===== config.mk =====
export PLATFORM = sky130hd
export DESIGN_NAME = dual_issue_ctrl
export DESIGN_NICKNAME = d
export VERILOG_FILES = /design/src/rtl/dual_issue_ctrl.sv
export SDC_FILE = /design/constraint.sdc
export NUM_CORES = 1
export LEC_CHECK = 0
export ABC_AREA = 1
export BUFFER_PORTS_ARGS = -buffer_cell sky130_fd_sc_hd__buf_4
export CORE_UTILIZATION = 60
export CTS_BUF_LIST = sky130_fd_sc_hd__clkbuf_8
export DETAILED_ROUTE_END_ITERATION = 6
export PLACE_DENSITY = 0.92
export SETUP_SLACK_MARGIN = 0.3
export SLEW_MARGIN = 20
export SYNTH_ARGS = -nofsm -noshare
export SYNTH_HDL_FRONTEND = slang
export SYNTH_SLANG_ARGS = --single-unit

===== constraint.sdc =====
create_clock -name clk -period 7.3 [get_ports clk]
set_clock_uncertainty 0.05 [all_clocks]
set_input_delay 0.73 -clock clk [delete_from_list [all_inputs] [get_ports clk]]
set_output_delay 0.73 -clock clk [all_outputs]
set_load 0.1 [all_outputs]

===== src/rtl/dual_issue_ctrl.sv =====
// dual_issue_ctrl: two-wide in-order issue controller for an RV32I front end.
// Each cycle it issues the fetched (A, B) pair together when B has no dependence
// on A. Otherwise it issues A alone, parks B in a hold register and stalls fetch.
// Ports:
//   clk, rst                   clock, asynchronous active-high reset
//   InstrA_i / InstrB_i        older / younger fetched instruction
//   PairValid_i, Ready_i       fetch pair valid, both decode lanes ready
//   Flush_i                    redirect; drops the held and in-flight issue state
//   FetchStall_o               combinational fetch hold (1 = keep PC)
//   Lane0/1Instr_o, Valid_o    registered issue slots (lane 0 always the older one)
//   PairCount_o, SplitCount_o  dual-issue and split-issue event counters (wrap)
module dual_issue_ctrl #(
  parameter int unsigned DATA_WIDTH = 32
) (
  input  logic                  clk,
  input  logic                  rst,
  input  logic [DATA_WIDTH-1:0] InstrA_i,
  input  logic [DATA_WIDTH-1:0] InstrB_i,
  input  logic                  PairValid_i,
  input  logic                  Ready_i,
  input  logic                  Flush_i,
  output logic                  FetchStall_o,
  output logic [DATA_WIDTH-1:0] Lane0Instr_o,
  output logic [DATA_WIDTH-1:0] Lane1Instr_o,
  output logic                  Lane0Valid_o,
  output logic                  Lane1Valid_o,
  output logic [DATA_WIDTH-1:0] PairCount_o,
  output logic [DATA_WIDTH-1:0] SplitCount_o
);

  localparam logic [6:0] OP_LUI    = 7'b0110111;
  localparam logic [6:0] OP_AUIPC  = 7'b0010111;
  localparam logic [6:0] OP_JAL    = 7'b1101111;
  localparam logic [6:0] OP_JALR   = 7'b1100111;
  localparam logic [6:0] OP_BRANCH = 7'b1100011;
  localparam logic [6:0] OP_LOAD   = 7'b0000011;
  localparam logic [6:0] OP_STORE  = 7'b0100011;
  localparam logic [6:0] OP_OPIMM  = 7'b0010011;
  localparam logic [6:0] OP_OP     = 7'b0110011;

  typedef enum logic {ST_PAIR = 1'b0, ST_HOLD = 1'b1} state_t;

  state_t                state_q;
  logic [DATA_WIDTH-1:0] hold_b_q;
  logic [DATA_WIDTH-1:0] lane0_instr_q;
  logic [DATA_WIDTH-1:0] lane1_instr_q;
  logic                  lane0_valid_q;
  logic                  lane1_valid_q;
  logic [DATA_WIDTH-1:0] pair_count_q;
  logic [DATA_WIDTH-1:0] split_count_q;

  // Instruction fields used by the hazard check
  logic [6:0] a_op, b_op;
  logic [4:0] a_rd, b_rs1, b_rs2;

  assign a_op  = InstrA_i[6:0];
  assign a_rd  = InstrA_i[11:7];
  assign b_op  = InstrB_i[6:0];
  assign b_rs1 = InstrB_i[19:15];
  assign b_rs2 = InstrB_i[24:20];

  logic a_writes_rd, a_is_mem, a_is_ctl;
  logic b_reads_rs1, b_reads_rs2, b_is_mem;
  logic conflict_c;

  // Per-instruction decode and pair hazard detection
  always_comb begin
    a_writes_rd = 1'b0;
    a_is_mem    = 1'b0;
    a_is_ctl    = 1'b0;
    b_reads_rs1 = 1'b0;
    b_reads_rs2 = 1'b0;
    b_is_mem    = 1'b0;

    case (a_op)
      OP_LUI, OP_AUIPC, OP_JAL, OP_JALR,
      OP_LOAD, OP_OPIMM, OP_OP:         a_writes_rd = (a_rd != 5'd0);
      default:                          a_writes_rd = 1'b0;
    endcase
    a_is_mem = (a_op == OP_LOAD) || (a_op == OP_STORE);
    a_is_ctl = (a_op == OP_JAL) || (a_op == OP_JALR) || (a_op == OP_BRANCH);

    case (b_op)
      OP_JALR, OP_BRANCH, OP_LOAD, OP_STORE, OP_OPIMM, OP_OP: b_reads_rs1 = 1'b1;
      default:                                                b_reads_rs1 = 1'b0;
    endcase
    case (b_op)
      OP_BRANCH, OP_STORE, OP_OP: b_reads_rs2 = 1'b1;
      default:                    b_reads_rs2 = 1'b0;
    endcase
    b_is_mem = (b_op == OP_LOAD) || (b_op == OP_STORE);

    conflict_c = (a_writes_rd && ((b_reads_rs1 && (b_rs1 == a_rd)) ||
                                  (b_reads_rs2 && (b_rs2 == a_rd)))) ||
                 (a_is_mem && b_is_mem) ||
                 a_is_ctl;
  end

  // Fetch hold: flush and reset release fetch; otherwise stall on a backpressured
  // lane or on the cycle a conflicting pair is being split.
  always_comb begin
    FetchStall_o = 1'b0;
    if (rst || Flush_i) begin
      FetchStall_o = 1'b0;
    end else if (!Ready_i) begin
      FetchStall_o = 1'b1;
    end else if ((state_q == ST_PAIR) && PairValid_i && conflict_c) begin
      FetchStall_o = 1'b1;
    end
  end

  // Issue FSM, hold register, lanes and counters
  always_ff @(posedge clk or posedge rst) begin
    if (rst) begin
      state_q       <= ST_PAIR;
      hold_b_q      <= '0;
      lane0_instr_q <= '0;
      lane1_instr_q <= '0;
      lane0_valid_q <= 1'b0;
      lane1_valid_q <= 1'b0;
      pair_count_q  <= '0;
      split_count_q <= '0;
    end else if (Flush_i) begin
      state_q       <= ST_PAIR;
      hold_b_q      <= '0;
      lane0_instr_q <= '0;
      lane1_instr_q <= '0;
      lane0_valid_q <= 1'b0;
      lane1_valid_q <= 1'b0;
    end else if (Ready_i) begin
      case (state_q)
        ST_PAIR: begin
          if (PairValid_i) begin
            lane0_instr_q <= InstrA_i;
            lane0_valid_q <= 1'b1;
            if (conflict_c) begin
              lane1_instr_q <= '0;
              lane1_valid_q <= 1'b0;
              hold_b_q      <= InstrB_i;
              split_count_q <= split_count_q + DATA_WIDTH'(1);
              state_q       <= ST_HOLD;
            end else begin
              lane1_instr_q <= InstrB_i;
              lane1_valid_q <= 1'b1;
              pair_count_q  <= pair_count_q + DATA_WIDTH'(1);
            end
          end else begin
            lane0_instr_q <= '0;
            lane1_instr_q <= '0;
            lane0_valid_q <= 1'b0;
            lane1_valid_q <= 1'b0;
          end
        end
        ST_HOLD: begin
          // Younger instruction of a split pair issues alone in lane 0
          lane0_instr_q <= hold_b_q;
          lane0_valid_q <= 1'b1;
          lane1_instr_q <= '0;
          lane1_valid_q <= 1'b0;
          hold_b_q      <= '0;
          state_q       <= ST_PAIR;
        end
        default: state_q <= ST_PAIR;
      endcase
    end
  end

  assign Lane0Instr_o = lane0_instr_q;
  assign Lane1Instr_o = lane1_instr_q;
  assign Lane0Valid_o = lane0_valid_q;
  assign Lane1Valid_o = lane1_valid_q;
  assign PairCount_o  = pair_count_q;
  assign SplitCount_o = split_count_q;

endmodule

* After elaboration in Yosys (flattened, before gate mapping)
Cells that the tools add are included.
** Storage, ports and cells
- Register bits after elaboration :: 163
- Input bits :: 69
- Output and inout port bits :: 131
** Cells by class
- $add $sub $neg :: 2
- Equality and inequality tests :: 19
- Muxes and demuxes :: 34
- Bitwise operators :: 3
- Reduce and logical (&&, ||, !) cells :: 22
** Operator list (count)
- 32-bit two-way mux :: 11
- 32-bit case mux with 2 select lines :: 3
- 32-bit by 1-bit adder with 32-bit output (second input constant) :: 2
- 7-bit by 6-bit equality test with 1-bit output (second input constant) :: 5
- 7-bit equality test (second input constant) :: 5
- 7-bit by 5-bit equality test with 1-bit output (second input constant) :: 3
- 1-bit two-way mux :: 17
- 7-bit by 2-bit equality test with 1-bit output (second input constant) :: 2
- 5-bit equality test :: 2
- 5-bit AND reduction :: 2
- 1-bit logical OR :: 8
- 7-bit OR reduction :: 1
- 1-bit logical AND :: 6
- 3-bit != test (second input constant) :: 2
- 1-bit case mux with 2 select lines :: 3
- 6-bit OR reduction :: 1
- 5-bit nonzero test :: 1
- 1-bit NOT :: 3
- 3-bit AND reduction :: 1
- 3-bit OR reduction :: 1
- 2-bit nonzero test :: 1

* Longest topological paths before layout
- Depth in word-level cells :: 13
- Depth in mapped cells :: 15

* Least setup slack after synthesis
Ideal clock, no wire load.
- Path type :: input port to output port
- Start point :: input port InstrA_i[3]
- End point :: output port FetchStall_o
- Arrival time :: 3071 ps
- Required time :: 6520 ps
- Setup slack :: 3449 ps
- Cell stages on the path :: 12
- Cells stage by stage :: inv_1 nand3_1 nand2_1 nand2_1 inv_1 nand2_1 nor2_1 nand2_2 nand2_4 buf_2 nand3_1 a21oi_1
** Between the ends
- Longest elaborated chain between the ends :: 10
** RTL lines
- start, declared :: line 17 : input logic [DATA_WIDTH-1:0] InstrA_i,
- 7-bit by 2-bit equality test with 1-bit output (tied with other cells) :: line 75, 80
- 7-bit OR reduction :: line 75 : case (a_op)
- 1-bit two-way mux :: line 75
- 1-bit logical AND :: line 93 : conflict_c = (a_writes_rd && ((b_reads_rs1 && (b_rs1 == a_rd)) ||
- 1-bit logical OR :: line 94 : (b_reads_rs2 && (b_rs2 == a_rd)))) ||
- 1-bit logical OR (*) :: line 95 : (a_is_mem && b_is_mem) ||
- 1-bit logical AND (*) :: line 107 : end else if ((state_q == ST_PAIR) && PairValid_i && conflict_c) begin
- 1-bit two-way mux (*) :: line 107
- 1-bit two-way mux (*) :: line 105 : end else if (!Ready_i) begin
- 1-bit two-way mux (*) :: line 103 : if (rst || Flush_i) begin
- end, declared :: line 22 : output logic FetchStall_o,
Every way passes the cells marked *; elsewhere a longest branch is shown, timed or not.

* Final worst setup path
- Start point :: input port Ready_i
- End point :: register pair_count_q[27], in the netlist PairCount_o[27]
** Between the ends
- Longest elaborated chain between the ends :: 1
** RTL lines
- start, declared :: line 20 : input logic Ready_i,
- 5-bit AND reduction (no source line)
- end signal, assigned :: line 145 : pair_count_q <= pair_count_q + DATA_WIDTH'(1);
- end, declared :: line 49 : logic [DATA_WIDTH-1:0] pair_count_q;
No other way between the ends.
A chain may end at the register's enable or synchronous reset.

==> results.ini <==
[outcome]
status=completed

[cells_and_area]
nets=1290
final_area_um2=10150
area_growth_pct=23.01
drive_gt1_frac=0.2136
final_core_util=0.7601
n_antenna_cell=0
final-instance-count-excl-fill=1407

[route]
via_per_inst=5.711
firstDrtPassIters=5
ant_nets=0
num_vias=8035
post_drt_wl_per_cell_um=15.90
drt_iter0_markers=743
drc=0
wl_um=22370

[clocking]
worstSkewPairLatency_ns=0.45
cts_tree=built
clkSinkCount=163
postCtsSetupBuffers=0
clkTransAtPathRegs_ns=0.08
clock_path_buffers=2
htree_levels=4
cts_buffers=17
cts_resized=0
hold_buffers=0
cts_root_buffer=clkbuf_8

[floorplan]
core_area_um2=13350
start_util=0.6179
fp-row-count=42
die_area_um2=14220
die_h_um=119.2
boundaryPins=200
die_w_um=119.2

[power_and_ir_drop]
vdd_ir_drop_max_uv=114.5
leakage_nw=5.212
power_density_nw_per_um2=213.3
finalPower_mw=2.164

[job]
cap_violations=0

[global_routing]
antenna_found_initial=0
grt_usage=0.3257
grt_pass1_wl_um=36310
grt_max_degree=95
grt_pass1_vias=7413
overflow=0

[critical_path]
worst_ep_arrival_time_ns=4.44
reg2reg_from=state_q
critical_path_required_ns=7.60
reg2reg_setup_slack_ns=3.67
cp-end-kind=register
critPathBufInv=5
critPathMaxStageDelay_ns=0.86
crit_fanout=68
slowest_stage=inv_2
cp_top_family=simple AND/OR/NAND/NOR gates
crit_type=in2reg
r2r-end=PairCount_o[27]
crit_chain=buf_4, inv_2, buf_4, nor2_2, inv_1, nor2_2, nand3_2, inv_2, nand3_1, nand2_1, nand2_1
reg2regPathDepth=8
cp-start-kind=input pin

[timing]
hold_viol=0
period_needed_ns=4.147
worst_slack_ns=3.153
drv_slew=0
fin_crit_sh=0.5681
rsz0062_at_grt=no
worst_slew_margin_rel=0.2925
tns_ns=0
holdWs_ns=0.4055
tightest_slew_ns=1.060
fmax_mhz=241.1
setup_violations=0

[yosys]
synth_area_um2=8248
synthXorXnorAreaFrac=0.02549
synth.area.top_cells=dfrtp_1 49%, nand2_1 14%, nand3_1 7.2%, o21ai_0 4.4%, inv_1 4.3%
yosysTopAreaCellShare=0.4945
syn_inst=1048
synth.distinct_cells=34
synth_compound_area_frac=0.08268
synth_top_area_cell=dfrtp_1
synth-simple-area-share=0.3181
yosysWarnings=0
seq_area_frac_synth=0.4945
avgSynthCellArea_um2=7.870
ys_ff_latch=163
synth_top_family_by_area=simple AND/OR/NAND/NOR gates
syn_nets=1119
synth.area.mux_share=0
synth_adder_area_share=0.003034

[place]
placed_area_um2=9742
hpwl_um=15490
gp_congestion=0.9281
dp.cells=1376
place_ws_ns=2.419
io_buffers=199

[min_path]
hold_path.class=in2async

cell usage in the layout, fill, tap and decap left out, drive strengths merged:
master	n
bufinv	3
dfrtp	163
ha	2
a21oi	3
clkbuf	19
and2	1
and3	1
inv	103
xnor2	7
nor3b	1
o21ai	80
nor4	1
nand3	121
clkinv	3
xor2	17
clkinvlp	4
a31oi	1
buf	202
nand2	314
nor2	76
a22oi	32
nand3b	11
nor3	41
o2111ai	1
nand4	24
how the worst max path moves through the flow:
stage	start	endpoint	depth (start not counted)
floorplan	rst	Lane0Instr_o[0]	1
global placement	Ready_i	PairCount_o[27]	11
detailed placement	Ready_i	PairCount_o[13]	10
CTS	Ready_i	PairCount_o[22]	10
global route	Ready_i	PairCount_o[13]	10
finish	Ready_i	PairCount_o[27]	11
metal layers:
layer / GRT usage / up-vias / share of wire
met5: 0 / - / 0
met3: 0.06705 / 72 / 0.081
met4: 0.1527 / 0 / 0.039
met1: 0.4358 / 3788 / 0.41
met2: 0.5098 / 419 / 0.47
li1: - / 3756 / -
area by class of cell:
class	instances	area [um2]
multi-input cells	734	3541
clock buffers	19	261.5
flip-flops and latches	163	4080
clock inverters	12	141.4
repair buffers	202	1516
fillers	1016	3202
well taps	176	220.2
inverters	101	385.4
Yosys cell counts:
| master | count |
|---|---|
| a21oi_4 | 1 |
| xor2_1 | 17 |
| inv_2 | 7 |
| o21ai_0 | 72 |
| dfrtp_1 | 163 |
| xnor2_1 | 7 |
| nand3_2 | 2 |
| a22oi_1 | 32 |
| buf_4 | 1 |
| buf_2 | 16 |
| nor3_1 | 37 |
| nand2_1 | 308 |
| nor4_2 | 1 |
| a31oi_1 | 1 |
| nor3b_1 | 1 |
| o21ai_1 | 8 |
| nand2_4 | 3 |
| buf_1 | 1 |
| nand3b_1 | 11 |
| and3_1 | 1 |
| o2111ai_1 | 1 |
| buf_6 | 5 |
| nor3_2 | 3 |
| a21oi_1 | 2 |
| nor3_4 | 1 |
| inv_1 | 94 |
| ha_1 | 2 |
| nand3_1 | 119 |
| clkbuf_1 | 27 |
| nand2_2 | 3 |
| and2_1 | 1 |
| nor2_2 | 7 |
| nand4_1 | 24 |
| nor2_1 | 69 |
state kept, by name, summed over array words and instances, names as in the netlist:
register / flops
Lane0Valid_o: 1
hold_b_q: 32
SplitCount_o: 32
Lane0Instr_o: 32
Lane1Valid_o: 1
Lane1Instr_o: 32
PairCount_o: 32
state_q: 1
power by group:
part / switching [mW] / internal, mW / leakage [nW] / total (mW)
logic: 0.398 / 0.108 / 2.80 / 0.506
registers: 0.0463 / 0.946 / 2.21 / 0.992
clock network: 0.317 / 0.349 / 0.203 / 0.666
logic make-up (layout without fill, tap and decap cells):
| logic type | after synthesis | after routing |
|---|---|---|
| simple gates | 591 | 591 |
| flops | 163 | 163 |
| buf+inv | 151 | 334 |
| compound gates | 117 | 117 |
| xor+xnor | 24 | 24 |
| fa+ha+maj | 2 | 2 |
Note: power is estimated with default switching activity, not from simulation.
